===== src/rtl/alu_pkg.sv =====
// Shared datapath definitions for the MIPS-subset pipeline: widths, ALU op codes,
// EX/MEM control bundle and the EX/MEM entry payload layout.
package alu_pkg;

  localparam int unsigned DW = 32;
  localparam int unsigned RW = 5;

  typedef enum logic [3:0] {
    AluAnd = 4'b0000,
    AluOr  = 4'b0001,
    AluAdd = 4'b0010,
    AluSub = 4'b0110,
    AluSlt = 4'b0111,
    AluNor = 4'b1100
  } alu_op_e;

  typedef struct packed {
    logic RegWrite;
    logic MemRead;
    logic MemWrite;
  } exmem_ctrl_t;

  typedef struct packed {
    exmem_ctrl_t   ctrl;
    logic [RW-1:0] rd;
    logic [DW-1:0] store;
    logic [DW-1:0] res;
  } exmem_payload_t;

  localparam int unsigned PayloadW = $bits(exmem_payload_t);

endpackage


===== src/rtl/ex_mem_stage_if.sv =====
// EX -> MEM pipeline bus: input handshake + payload, output handshake + payload, redirect.
// master = surrounding pipeline, slave = the ex_mem_stage register.
interface ex_mem_stage_if;
  import alu_pkg::*;

  logic          flush;
  logic          in_valid;
  logic          in_ready;
  logic [DW-1:0] Res;
  logic          Zflag;
  logic [DW-1:0] StoreData;
  logic [RW-1:0] Rd;
  logic          RegWrite;
  logic          MemRead;
  logic          MemWrite;
  logic          Branch;
  logic          BranchNe;
  logic [DW-1:0] BranchTarget;
  logic          out_valid;
  logic          out_ready;
  logic [DW-1:0] AluOut;
  logic [DW-1:0] MemData;
  logic [RW-1:0] RdOut;
  logic          RegWriteOut;
  logic          MemReadOut;
  logic          MemWriteOut;
  logic          Redirect;
  logic [DW-1:0] RedirectPC;

  modport master (
    output flush, in_valid, Res, Zflag, StoreData, Rd, RegWrite, MemRead, MemWrite,
           Branch, BranchNe, BranchTarget, out_ready,
    input  in_ready, out_valid, AluOut, MemData, RdOut, RegWriteOut, MemReadOut,
           MemWriteOut, Redirect, RedirectPC
  );

  modport slave (
    input  flush, in_valid, Res, Zflag, StoreData, Rd, RegWrite, MemRead, MemWrite,
           Branch, BranchNe, BranchTarget, out_ready,
    output in_ready, out_valid, AluOut, MemData, RdOut, RegWriteOut, MemReadOut,
           MemWriteOut, Redirect, RedirectPC
  );

endinterface


===== src/rtl/exmem_entry.sv =====
// One payload register with a valid bit. Clear wins over load and only drops valid,
// so the data field keeps its stale contents.
module exmem_entry
  import alu_pkg::*;
#(
  parameter int unsigned W = PayloadW
) (
  input  logic         clk,
  input  logic         rst,
  input  logic         i_load,
  input  logic         i_clear,
  input  logic [W-1:0] i_data,
  output logic         o_valid,
  output logic [W-1:0] o_data
);

  logic         r_valid;
  logic [W-1:0] r_data;

  always_ff @(posedge clk or posedge rst) begin
    if (rst) begin
      r_valid <= 1'b0;
      r_data  <= '0;
    end else begin
      if (i_clear) begin
        r_valid <= 1'b0;
      end else if (i_load) begin
        r_valid <= 1'b1;
        r_data  <= i_data;
      end
    end
  end

  assign o_valid = r_valid;
  assign o_data  = r_data;

endmodule


===== src/rtl/ex_mem_stage.sv =====
// EX/MEM pipeline register with BEQ/BNE resolution and one-cycle fetch redirect.
// Define EXMEM_SKID_EN for a two-entry skid buffer with registered in_ready.
module ex_mem_stage
  import alu_pkg::*;
(
  input logic           clk,
  input logic           rst,
  ex_mem_stage_if.slave bus
);

  logic           w_accept;
  logic           w_drain;
  logic           w_taken;
  logic           w_main_load;
  logic           w_main_clear;
  logic           w_main_valid;
  exmem_payload_t w_in_payload;
  exmem_payload_t w_main_next;
  exmem_payload_t w_main_data;
  logic           r_redirect;
  logic [DW-1:0]  r_redirect_pc;

  // Branches travel as bubbles so MEM/WB never act on them.
  always_comb begin
    w_in_payload.ctrl.RegWrite = bus.RegWrite & ~bus.Branch;
    w_in_payload.ctrl.MemRead  = bus.MemRead & ~bus.Branch;
    w_in_payload.ctrl.MemWrite = bus.MemWrite & ~bus.Branch;
    w_in_payload.rd            = bus.Rd;
    w_in_payload.store         = bus.StoreData;
    w_in_payload.res           = bus.Res;
  end

  assign w_taken = bus.Branch & (bus.BranchNe ? ~bus.Zflag : bus.Zflag);
  assign w_drain = w_main_valid & bus.out_ready;

`ifdef EXMEM_SKID_EN
  logic           w_skid_valid;
  logic           w_skid_load;
  logic           w_skid_clear;
  exmem_payload_t w_skid_data;

  assign bus.in_ready = ~w_skid_valid;
  assign w_accept     = bus.in_valid & ~w_skid_valid & ~bus.flush;
  // Skid is only ever occupied behind a valid main entry, and refills main first.
  assign w_main_load  = (~w_main_valid | w_drain) & (w_skid_valid | w_accept);
  assign w_main_next  = w_skid_valid ? w_skid_data : w_in_payload;
  assign w_main_clear = bus.flush | (w_drain & ~w_skid_valid & ~w_accept);
  assign w_skid_load  = w_accept & w_main_valid & ~w_drain;
  assign w_skid_clear = bus.flush | (w_drain & w_skid_valid);

  exmem_entry #(.W(PayloadW)) u_skid (
    .clk     (clk),
    .rst     (rst),
    .i_load  (w_skid_load),
    .i_clear (w_skid_clear),
    .i_data  (w_in_payload),
    .o_valid (w_skid_valid),
    .o_data  (w_skid_data)
  );
`else
  assign bus.in_ready = ~w_main_valid | bus.out_ready;
  assign w_accept     = bus.in_valid & bus.in_ready & ~bus.flush;
  assign w_main_load  = w_accept;
  assign w_main_next  = w_in_payload;
  assign w_main_clear = bus.flush | (w_drain & ~w_accept);
`endif

  exmem_entry #(.W(PayloadW)) u_main (
    .clk     (clk),
    .rst     (rst),
    .i_load  (w_main_load),
    .i_clear (w_main_clear),
    .i_data  (w_main_next),
    .o_valid (w_main_valid),
    .o_data  (w_main_data)
  );

  // Accept is already gated by flush, so a flush cycle never raises Redirect.
  always_ff @(posedge clk or posedge rst) begin
    if (rst) begin
      r_redirect    <= 1'b0;
      r_redirect_pc <= '0;
    end else begin
      r_redirect <= w_accept & w_taken;
      if (w_accept & w_taken) begin
        r_redirect_pc <= bus.BranchTarget;
      end
    end
  end

  assign bus.out_valid   = w_main_valid;
  assign bus.AluOut      = w_main_data.res;
  assign bus.MemData     = w_main_data.store;
  assign bus.RdOut       = w_main_data.rd;
  assign bus.RegWriteOut = w_main_data.ctrl.RegWrite;
  assign bus.MemReadOut  = w_main_data.ctrl.MemRead;
  assign bus.MemWriteOut = w_main_data.ctrl.MemWrite;
  assign bus.Redirect    = r_redirect;
  assign bus.RedirectPC  = r_redirect_pc;

endmodule


===== src/flat_wrapper.sv =====
// flat-port wrapper written by rule: the top's interface ports become plain ports
module ex_mem_stage_flat import alu_pkg::*;
  (clk, rst, bus_flush, bus_in_valid, bus_Res, bus_Zflag, bus_StoreData, bus_Rd, bus_RegWrite, bus_MemRead, bus_MemWrite, bus_Branch, bus_BranchNe, bus_BranchTarget, bus_out_ready, bus_in_ready, bus_out_valid, bus_AluOut, bus_MemData, bus_RdOut, bus_RegWriteOut, bus_MemReadOut, bus_MemWriteOut, bus_Redirect, bus_RedirectPC);
  ex_mem_stage_if bus_i ();
  input logic clk;
  input logic rst;
  input wire logic [$bits(bus_i.flush)-1:0] bus_flush;
  input wire logic [$bits(bus_i.in_valid)-1:0] bus_in_valid;
  input wire logic [$bits(bus_i.Res)-1:0] bus_Res;
  input wire logic [$bits(bus_i.Zflag)-1:0] bus_Zflag;
  input wire logic [$bits(bus_i.StoreData)-1:0] bus_StoreData;
  input wire logic [$bits(bus_i.Rd)-1:0] bus_Rd;
  input wire logic [$bits(bus_i.RegWrite)-1:0] bus_RegWrite;
  input wire logic [$bits(bus_i.MemRead)-1:0] bus_MemRead;
  input wire logic [$bits(bus_i.MemWrite)-1:0] bus_MemWrite;
  input wire logic [$bits(bus_i.Branch)-1:0] bus_Branch;
  input wire logic [$bits(bus_i.BranchNe)-1:0] bus_BranchNe;
  input wire logic [$bits(bus_i.BranchTarget)-1:0] bus_BranchTarget;
  input wire logic [$bits(bus_i.out_ready)-1:0] bus_out_ready;
  output wire logic [$bits(bus_i.in_ready)-1:0] bus_in_ready;
  output wire logic [$bits(bus_i.out_valid)-1:0] bus_out_valid;
  output wire logic [$bits(bus_i.AluOut)-1:0] bus_AluOut;
  output wire logic [$bits(bus_i.MemData)-1:0] bus_MemData;
  output wire logic [$bits(bus_i.RdOut)-1:0] bus_RdOut;
  output wire logic [$bits(bus_i.RegWriteOut)-1:0] bus_RegWriteOut;
  output wire logic [$bits(bus_i.MemReadOut)-1:0] bus_MemReadOut;
  output wire logic [$bits(bus_i.MemWriteOut)-1:0] bus_MemWriteOut;
  output wire logic [$bits(bus_i.Redirect)-1:0] bus_Redirect;
  output wire logic [$bits(bus_i.RedirectPC)-1:0] bus_RedirectPC;
  assign bus_i.flush = bus_flush;
  assign bus_i.in_valid = bus_in_valid;
  assign bus_i.Res = bus_Res;
  assign bus_i.Zflag = bus_Zflag;
  assign bus_i.StoreData = bus_StoreData;
  assign bus_i.Rd = bus_Rd;
  assign bus_i.RegWrite = bus_RegWrite;
  assign bus_i.MemRead = bus_MemRead;
  assign bus_i.MemWrite = bus_MemWrite;
  assign bus_i.Branch = bus_Branch;
  assign bus_i.BranchNe = bus_BranchNe;
  assign bus_i.BranchTarget = bus_BranchTarget;
  assign bus_i.out_ready = bus_out_ready;
  assign bus_in_ready = bus_i.in_ready;
  assign bus_out_valid = bus_i.out_valid;
  assign bus_AluOut = bus_i.AluOut;
  assign bus_MemData = bus_i.MemData;
  assign bus_RdOut = bus_i.RdOut;
  assign bus_RegWriteOut = bus_i.RegWriteOut;
  assign bus_MemReadOut = bus_i.MemReadOut;
  assign bus_MemWriteOut = bus_i.MemWriteOut;
  assign bus_Redirect = bus_i.Redirect;
  assign bus_RedirectPC = bus_i.RedirectPC;
  ex_mem_stage u_core (.clk(clk), .rst(rst), .bus(bus_i));
endmodule

===== config.mk =====
export PLATFORM = sky130hd
export DESIGN_NAME = ex_mem_stage_flat
export DESIGN_NICKNAME = d
export VERILOG_FILES = /design/src/rtl/alu_pkg.sv /design/src/rtl/ex_mem_stage_if.sv /design/src/rtl/exmem_entry.sv /design/src/rtl/ex_mem_stage.sv /design/src/flat_wrapper.sv
export SDC_FILE = /design/constraint.sdc
export NUM_CORES = 1
export LEC_CHECK = 0
export CAP_MARGIN = 0
export CORE_AREA = 2 2 122 124
export CTS_CLUSTER_DIAMETER = 100
export DETAILED_ROUTE_END_ITERATION = 12
export DIE_AREA = 0 0 124 126
export PLACE_DENSITY = 0.59
export SLEW_MARGIN = 0
export SYNTH_ARGS = -nofsm -noshare
export SYNTH_HDL_FRONTEND = slang
export SYNTH_SLANG_ARGS = --single-unit
export TNS_END_PERCENT = 30

===== constraint.sdc =====
create_clock -name clk -period 4.25 [get_ports clk]
set_clock_uncertainty 0.05 [all_clocks]
set_input_delay 0.425 -clock clk [delete_from_list [all_inputs] [get_ports clk]]
set_output_delay 0.425 -clock clk [all_outputs]
set_load 0.005 [all_outputs]

==> out/summary.txt <==
outcome -> completed
DR WL/cell -> 15.6 um
Num Clock Sinks -> 106
worst endpoint required time -> 4.43 ns
Final HPWL DP -> 7.19 mm
initial DRC count -> 75
largest net degree at the start of global routing -> 73
vias in the first global route -> 2858
Die H -> 126 um
post-synthesis sequential area ratio -> 63.2%
share of cells above drive strength 1 -> 24.2%
Arr. time, crit path -> 2.43 ns
detail-routed via count per cell -> 4.21
commonest non-fill, non-tap cell in the layout -> clkdlybuf4s50_1
endpoints failing setup -> 0
postcts setup bufs -> 0
wire length on met1 -> 3.94 mm
Max Cap Viol -> 0
number of synthesized register bits -> 106
Vias -> 2703
final std cells w/o fill -> 642
pwr dens -> 436 nW/um^2
area grow syn2layout -> 61.7%
DIE AREA -> 15600 um^2
Worst Path Max Fanout -> 33
Ports -> 219
Tot GR Track Use -> 12.9%
post-layout min period -> 2.25 ns
DRC errors left -> 0
final period utilization -> 53.0%
Synthesis Warnings -> 0
IO buf count -> 218
core footprint -> 14300 um^2
Max Fclk -> 0.444 GHz
n_diodes -> 0
reg-to-reg slack, setup -> 2.27 ns
row count -> 44
fin area -> 6790 um^2
CTS tree -> built
Syn Std Cell Area -> 4200 um^2
TNS Setup -> 0 ns
Min-Delay Path Class -> in2async
total CTS buffers -> 9
CP Class -> in2reg
peak supply drop -> 216 uV
Worst-Skew Late Latency -> 0.34 ns
nets@finish -> 565
Worst R2R Path Depth -> 3
syn_nets -> 345
routed length on met3 -> 1.25 mm
Initial Utilization -> 29.3%
first-pass GRT wire length -> 15.2 mm
Mean Syn Cell Area -> 18.0 um^2
final WL -> 10.0 mm
Leak -> 0.00292 uW
clk slew on worst S/H paths -> 0.07 ns
initial antenna violation count -> 0
Hold WS -> 0.225 ns
RSZ-0062 raised after global routing -> no
CP Launch Type -> input pin
Hold Buf Count CTS -> 0
die width -> 124 um
CTS H-tree depth -> 3
most frequent cells in the layout -> 218 x clkdlybuf4s50_1, 106 x dfrtp_1, 48 x mux2_2, 41 x mux2_4, 15 x mux2_1
Placed Cells -> 626
fin. max-slew vios -> 0
Yosys cell types -> 13
GP Congestion -> 0.719
Resized Gates After CTS -> 0
root buffer selected by CTS -> clkbuf_16
Post-DP Area -> 6510 um^2
met2 wire len -> 4.65 mm
FILL cells -> 1255
DRT Pass-1 Iters -> 3
relative slew slack -> 31.2%
CP endpoint kind -> flop
DR top layer -> met4
crit path launch -> bus_Zflag
Fin. Hold Viols -> 0
CTS Buffer Depth -> 2
antenna-violating nets left -> 0
Least-Margin Pin Slew -> 1.03 ns
remaining global-route overflow -> 0
Syn Inst Count -> 233
worst reg2reg startpoint -> u_core.u_main.o_valid
==> cells by family after synthesis <==
family	synth area share, %
buf+inv	3.22
flops	63.2
xor+xnor	0.209
mux	31.5
simple gates	1.76
compound gates	0.119
==> cell usage after synthesis <==
library cell	n	area (um^2)
xor2_1	1	8.76
nand2b_4	1	13.8
nor2b_1	3	18.8
mux2_4	41	616
mux2_2	48	541
nand4_4	1	21.3
mux2_1	15	169
and2_1	1	6.26
a21oi_1	1	5.00
buf_6	11	124
nor2b_4	1	13.8
dfrtp_1	106	2650
inv_1	3	11.3
==> flip-flops by register name, indices dropped and copies added, names as in the netlist <==
name / flops
u_core.u_main.o_data: 72
u_core.bus.Redirect: 1
u_core.bus.RedirectPC: 32
u_core.u_main.o_valid: 1
==> where the power goes <==
group          switching (uW)  internal, uW
Clock                     375           417
Sequential                105          1210
Combinational             220           633
Total                     700          2260
==> path summary, 6_finish.rpt <==
path	end
hold reg to reg	u_core.u_main.o_data[14]
max in group asynchronous	u_core.u_main.o_data[3]
setup / recovery	u_core.bus.RedirectPC[31]
setup reg to reg	u_core.u_main.o_data[56]
hold / removal	u_core.u_main.o_data[27]
min in group clk	u_core.u_main.o_data[14]
==> final cells by class <==
cell class | count | area [um^2] | area share, %
flip-flops and latches | 106 | 2650 | 39.1
repair buffers | 220 | 2200 | 32.4
multi-input cells | 113 | 1420 | 20.8
clock buffers | 11 | 243 | 3.57
well taps | 184 | 230 | 3.39
clock inverters | 5 | 38.8 | 0.571
inverters | 3 | 13.8 | 0.203
==> worst max-delay path: stages <==
cell             delay, ns
clkdlybuf4s50_1       0.47
xor2_1                0.29
nand4_4               0.66
mux2_4                0.54
==> metal layers <==
metal | up-vias | GRT usage, %
met1 | 1299 | 14.9
met4 | 0 | 4.89
met2 | 140 | 20.2
met5 | - | 0
met3 | 12 | 6.66
li1 | 1252 | -
==> per-stage QoR <==
step                total power (uW)  util (%)  setup slack, ns
finish                          2960      47.4             2.00
global route                    3140      47.4             1.88
CTS                             3020      47.4             1.96
detailed placement              2200      45.5             1.57
global placement                2190      45.5             1.54
floorplan                       1630         -            0.986
No activity file was read; power rests on OpenSTA's default activity.
==> RTL edit (same flow settings) <==
The option `EXMEM_SKID_EN` is turned on by a define.
--- a/src/rtl/ex_mem_stage.sv
+++ b/src/rtl/ex_mem_stage.sv
@@ -1,5 +1,7 @@
 // EX/MEM pipeline register with BEQ/BNE resolution and one-cycle fetch redirect.
 // Define EXMEM_SKID_EN for a two-entry skid buffer with registered in_ready.
+`define EXMEM_SKID_EN
+
 module ex_mem_stage
   import alu_pkg::*;
 (
Function: changed (Yosys sat finds a counterexample within 4 cycles, from zero or initial values and one cycle with rst high).
==> RTL edit against the original RTL <==
- sequential cell count up 73
- final area up 56%
- critical path depth down 2
- wire length up 63%
- sequential share of layout area up 3.2 points
- setup slack worse by 0.75 ns
- synthesized area up 83%
- core utilization up 27 points
- synthesized cell count up 100%
- power up 76%
- cell count up 38%
- critical path type is now flop to output port
- largest cell class unchanged
==> RTL edit: results (changes against the original RTL) <==
- Initial DRC Count: 196 (+160%)
- Avg Cell Area, Syn: 16.3 sq um (-9.5%)
- Met1 wire length: 6.75 mm (+71%)
- Grt met3 use: 8.70% (+2.0 points)
- Status: complete, no violations
- Final net count: 803 (+42%)
- H-tree depth: 4 (+1)
- First-pass GRT wire length: 26.1 mm (+72%)
- GR Util met1: 26.1% (+11 points)
- Total GRT Usage: 21.8% (+9.0 points)
- Antenna violations before repair: 1 (+1)
- Worst-Margin Slew: 1.07 ns (+0.0359 ns)
- Unique masters post-synth: 20 (+7)
- Clk Latency, worst-skew pair: 0.41 ns (+0.07 ns)
- Grt met2 use: 36.1% (+16 points)
- DR vias: 4617 (+71%)
- Post-DP Area: 10000 sq um (+54%)
- Fin cells: 887 (+38%)
- Hold slack: 0.297 ns (+0.0718 ns)
- Delay-heaviest family, CP: flip-flops
- Worst Setup SP: u_core.u_skid.o_valid$_DFFE_PP0P_
- Worst setup margin: 1.25 ns (-0.748 ns)
- Dominant cells by area after synthesis: dfrtp_1 58%, mux2_2 29%, mux2_4 7.8%
- Placed Cells: 856 (+37%)
- Syn_nets: 584 (+69%)
- Crit Path Max Fanout: 73 (+120%)
- Met2 wire length: 7.96 mm (+71%)
RTL edit: cell types whose count changed after synthesis, sizes merged, moves of 2 or more:
| cell | delta |
|---|---|
| mux2 | +138 |
| dfrtp | +73 |
| buf | +9 |
| clkbuf | +6 |
| mux2i | +6 |
| inv | +2 |
| nor2 | +2 |
RTL edit: kinds of logic after synthesis:
kind of cell	after synthesis	share of synthesized area [%]
multiplexers	248	38.1
buffers and inverters	32	2.53
AND/OR/NAND/NOR	10	0.926
flip-flops	179	58.1
AO/OA/AOI/OAI	2	0.179
XOR/XNOR	1	0.114
RTL edit: power breakdown:
part           leakage [nW]  total [mW]  internal, mW  switching (mW)
combinational          2.04        1.32         0.949           0.369
clock                 0.283        1.50         0.896           0.605
sequential             2.16        2.38          2.14           0.243
RTL edit: area by class of cell:
class	instances	area [sq um]
clock buffers	27	523
clock inverters	4	45.0
fillers	963	3720
inverters	6	26.3
multi-input cells	261	3030
flip-flops and latches	179	4480
well taps	184	230
repair buffers	226	2250
